`src/rtl/forloop_generate_checker_02.sv`:
```
// Receive-side checker for the alternating per-bit pattern (bit j == j%2).
// Optional macro FORLOOP_GENERATE_CHECKER_INV_EN also accepts the inverted pattern.
module forloop_generate_checker_02 #(
    parameter int WIDTH    = 32,
    parameter int LOCK_CNT = 4,
    parameter int ERRW     = 16
) (
    input  logic             c,
    input  logic             r,
    input  logic [WIDTH-1:0] d,
    input  logic             d_valid,
    input  logic             clr,
    output logic             match,
    output logic             locked,
    output logic [WIDTH-1:0] err_bits,
    output logic [ERRW-1:0]  err_cnt
);

    localparam int SW = (LOCK_CNT < 1) ? 1 : $clog2(LOCK_CNT + 1);

    // Handshake: d is consumed on a rising edge of c only when d_valid is high;
    // there is no backpressure, so every valid word is checked exactly once.

    typedef enum logic {SEARCH = 1'b0, LOCKED = 1'b1} state_t;

    logic [WIDTH-1:0] exp_pat;
    logic [WIDTH-1:0] m_e;
    logic [WIDTH-1:0] m;
    logic             hit;

    state_t           state_q, state_d;
    logic [SW-1:0]    streak_q, streak_d;
    logic [SW-1:0]    streak_inc;
    logic             match_q, match_d;
    logic [WIDTH-1:0] err_bits_q, err_bits_d;
    logic [ERRW-1:0]  err_cnt_q, err_cnt_d;

    for (genvar j = 0; j < WIDTH; j++) begin : g_exp
        assign exp_pat[j] = ((j % 2) == 1);
    end

    assign m_e = d ^ exp_pat;

`ifdef FORLOOP_GENERATE_CHECKER_INV_EN
    // Compare against whichever polarity is closer; ties stay on the true pattern.
    int ones_e;
    always_comb begin
        ones_e = 0;
        for (int i = 0; i < WIDTH; i++) begin
            ones_e = ones_e + int'(m_e[i]);
        end
        m = ((WIDTH - ones_e) < ones_e) ? ~m_e : m_e;
    end
`else
    assign m = m_e;
`endif

    assign hit        = (m == '0);
    assign streak_inc = streak_q + SW'(1);

    // FSM state register
    always_ff @(posedge c or posedge r) begin
        if (r) begin
            state_q  <= SEARCH;
            streak_q <= '0;
        end else begin
            state_q  <= state_d;
            streak_q <= streak_d;
        end
    end

    // FSM next-state logic
    always_comb begin
        state_d  = state_q;
        streak_d = streak_q;
        if (d_valid) begin
            unique case (state_q)
                SEARCH: begin
                    if (!hit) begin
                        streak_d = '0;
                    end else if (streak_inc == SW'(LOCK_CNT)) begin
                        state_d  = LOCKED;
                        streak_d = '0;
                    end else begin
                        streak_d = streak_inc;
                    end
                end
                LOCKED: begin
                    if (!hit) begin
                        state_d  = SEARCH;
                        streak_d = '0;
                    end
                end
                default: begin
                    state_d  = SEARCH;
                    streak_d = '0;
                end
            endcase
        end
    end

    // FSM output logic
    always_comb begin
        locked = (state_q == LOCKED);
    end

    // Error statistics: clr discards any error contribution of the same cycle.
    always_comb begin
        match_d    = match_q;
        err_bits_d = err_bits_q;
        err_cnt_d  = err_cnt_q;
        if (d_valid) begin
            match_d = hit;
            if (!hit) begin
                err_bits_d = err_bits_q | m;
                if (err_cnt_q != '1) begin
                    err_cnt_d = err_cnt_q + ERRW'(1);
                end
            end
        end
        if (clr) begin
            err_bits_d = '0;
            err_cnt_d  = '0;
        end
    end

    always_ff @(posedge c or posedge r) begin
        if (r) begin
            match_q    <= 1'b0;
            err_bits_q <= '0;
            err_cnt_q  <= '0;
        end else begin
            match_q    <= match_d;
            err_bits_q <= err_bits_d;
            err_cnt_q  <= err_cnt_d;
        end
    end

    assign match    = match_q;
    assign err_bits = err_bits_q;
    assign err_cnt  = err_cnt_q;

endmodule
```
`config.mk`:
```
export PLATFORM = sky130hd
export DESIGN_NAME = forloop_generate_checker_02
export DESIGN_NICKNAME = d
export VERILOG_FILES = /design/src/rtl/forloop_generate_checker_02.sv
export SDC_FILE = /design/constraint.sdc
export NUM_CORES = 1
export LEC_CHECK = 0
export BUFFER_PORTS_ARGS = -buffer_cell sky130_fd_sc_hd__buf_2
export CAP_MARGIN = 5
export CORE_UTILIZATION = 50
export CTS_BUF_LIST = sky130_fd_sc_hd__clkbuf_16
export CTS_CLUSTER_DIAMETER = 120
export DETAILED_ROUTE_END_ITERATION = 8
export GPL_ROUTABILITY_DRIVEN = 1
export PLACE_DENSITY = 0.77
export SLEW_MARGIN = 5
export SYNTH_ARGS = -nofsm -noshare
export SYNTH_HDL_FRONTEND = slang
export SYNTH_SLANG_ARGS = --single-unit
```
`constraint.sdc`:
```
create_clock -name c -period 2.6 [get_ports c]
set_input_delay 0.26 -clock c [delete_from_list [all_inputs] [get_ports c]]
set_output_delay 0.26 -clock c [all_outputs]
set_load 0.1 [all_outputs]
```
==> reports/results.txt <==
status = finished, final reports clean
Via density = 5.49
number of H-tree levels = 2
WP depth = 5
Crit. End Element = flip-flop
Setup WS post-layout = 0.572 ns
Fin Setup TNS = 0 ns
row cnt = 25
final cell count without fillers = 409
delay-heaviest family, CP = simple AND/OR/NAND/NOR gates
combinational power share = 21.7%
synth top area cells = dfrtp_1 (53%), a21oi_1 (9.0%), nor2_1 (5.7%)
RR Endpoint = err_cnt[14]$_DFFE_PP0P_
Remaining Overflow, GRT = 0
Placed Cells = 401
Slew Viols, Final = 0
maximum VDD drop = 0.458 mV
clock tree root buffer cell = clkbuf_16
slowest stage cell, crit path = dfrtp_1
Die Y = 72.9 um
Slew @ Worst Pin = 0.617 ns
die area = 5310 um2
Reg area = 1330 um2
worst stage delay on the critical path = 0.41 ns
port buffer count = 85
syn_area_per_cell = 9.77 um2
Critical Path RT = 2.77 ns
FF+latch count, synth = 53
gate count after technology mapping = 257
most frequent cell after synthesis = dfrtp_1
antenna violations before repair = 0
DRT iter0 DRCs = 150
Antenna diodes = 0
synthesized area = 2510 um2
area grow syn2layout = 25.3%
Routed wire per std cell = 13.7 um
core area = 4790 um2
leakage power = 1.64 nW
cts hold-fix bufs = 0
first-pass GRT wire length = 9380 um
hold violation total from the final report = 0
Cell Int Power = 1.38 mW
Crit. Startpoint = err_cnt[0]$_DFFE_PP0P_
sw frac = 32.2%
P_sw = 657 uW
Worst R2R Setup Slack = 0.57 ns
Yosys Warn Count = 0
critical path endpoint = err_cnt[14]$_DFFE_PP0P_
Max Cap Violations = 0
hold slack = 0.0505 ns
reg2reg start = err_cnt[0]$_DFFE_PP0P_
CP bufs+invs = 0
DP Worst Slack = 0.623 ns
register area share after synthesis = 52.8%
Reg2Reg Depth = 5
post-CTS setup buffers = 0
Yosys top cell area share = 52.8%
Layout Skew = 0.00260 ns
Reg power frac = 43.1%
prevailing post-synth register cell = dfrtp_1
fin crit share = 78.0%
unrepaired setup endpoints after global routing = no
clk sinks = 53
DP HPWL = 4050 um
CTS Buf Count = 5
Post-CTS Resized = 0
Async S/R FF share, synth = 100%
endpoints failing setup = 0
via count = 2247
Antenna Nets Post-Route = 0
largest net degree at the start of global routing = 50
final wirelength = 5620 um
I/O pin count = 86
NumNets Final = 380
max_slew headroom = 58.8%
Max clock buf depth = 2
post-synth cell types = 41
fin crit period = 2.03 ns
CP startpoint kind = flip-flop
Clock Latency Late Sink = 0.28 ns
critical path peak fanout = 12
drt pass-1 iters = 4
Arr. time, crit path = 2.20 ns
number of fillers in the final layout = 404
CP Class = flip-flop to flip-flop
Post-synth top cells = dfrtp_1 (53), a21oi_1 (45), nor2_1 (38)
CTS tree = built
DRC Markers = 0
worst-path cell chain = ha_1 -> and2_1 -> and4_1 -> nor4b_1 -> mux2_2
CTS clk-pin slew, worst paths = 0.06 ns
Die X = 72.9 um
gr usage total = 22.8%
vias in the first global route = 2053
number of synthesized flops with an enable pin = 0
area of the multi-input gates = 1040 um2
share of cells above drive strength 1 = 31.0%
Synth area leader = dfrtp_1
initial core utilization = 52.4%
power share of the clock group = 35.2%
HP Class = input pin to asynchronous set/reset pin
GPL Wtd Cong = 0.800
Max Clock Freq = 493 MHz
Net Count, Synth = 296
pwr dens = 649 nW/um2
## kinds of logic after synthesis
kind of cell	Yosys count	share of synthesized area (%)
AOI/OAI and AO/OA	73	16.1
DFF	53	52.8
adders and majority gates	3	1.50
buffers and inverters	31	5.68
muxes	2	0.897
and+or+nand+nor	95	23.0
## area by class of cell
cell class	count	area share, %
clock buffer	5	3.98
clock inverter	3	1.19
inverter	18	2.15
multi-input combinational	173	33.1
sequential	53	42.2
tap	67	2.67
timing repair buffer	90	14.7
## worst reg2reg max path: stages, from the launching register on
cell and delay, ns:
dfrtp_1 0.41, ha_1 0.23, and2_1 0.21, and4_1 0.33
nor4b_1 0.36, mux2_2 0.37
## worst min path at each step
stage	start	end	slack, ns	cells after the start
final	r	err_bits[9]$_DFFE_PP0P_	0.05	2
after global routing	r	err_bits[7]$_DFFE_PP0P_	0.12	2
after CTS	r	err_bits[7]$_DFFE_PP0P_	0.07	2
after detailed placement	r	err_bits[7]$_DFFE_PP0P_	0.38	2
after global placement	r	err_bits[7]$_DFFE_PP0P_	0.37	2
after floorplan	d_valid	match$_DFFE_PP0P_	0.39	2
## sequential cells by signal, summed over array words and instances (netlist names)
register and cells:
streak_q 3, match 1, locked 1, err_bits 32, err_cnt 16
## through the flow
| step | utilization, % | area, um2 | power [mW] |
|---|---|---|---|
| after floorplan | - | 2510 | 1.25 |
| after global placement | 62.3 | 2980 | 1.34 |
| after detailed placement | 62.3 | 2980 | 1.34 |
| after CTS | 65.7 | 3140 | 2.06 |
| after global routing | 65.7 | 3140 | 2.12 |
| final | 65.7 | 3140 | 2.04 |
## placed cells by master, fill, tap and decap left out, types with 5 or more instances in the layout
| master | count |
|---|---|
| o31ai_1 | 6 |
| o21ai_0 | 12 |
| and4bb_1 | 5 |
| a21oi_1 | 45 |
| clkbuf_16 | 5 |
| nor2_1 | 38 |
| nand3_1 | 5 |
| inv_1 | 18 |
| buf_2 | 85 |
| buf_4 | 5 |
| or4_1 | 6 |
| dfrtp_1 | 53 |
| or3_1 | 6 |
## metal layers
metal	global-route usage, %	part of all wire (%)	up-vias	wire (um)
li1	-	-	1086	-
met5	0	0	-	0
met4	7.84	1.2	0	65
met1	31.5	44	1063	2470
met3	6.91	8.2	10	460
met2	34.6	47	88	2620
## power groups by stage
stage | Clock, mW | Combinational [mW] | Sequential, mW
after floorplan | 0 | 0.0894 | 1.16
after detailed placement | 0 | 0.446 | 0.893
after CTS | 0.734 | 0.446 | 0.880
final | 0.719 | 0.443 | 0.880
after global routing | 0.769 | 0.468 | 0.884
after global placement | 0 | 0.442 | 0.894
Note: power is estimated with default switching activity, not from simulation.
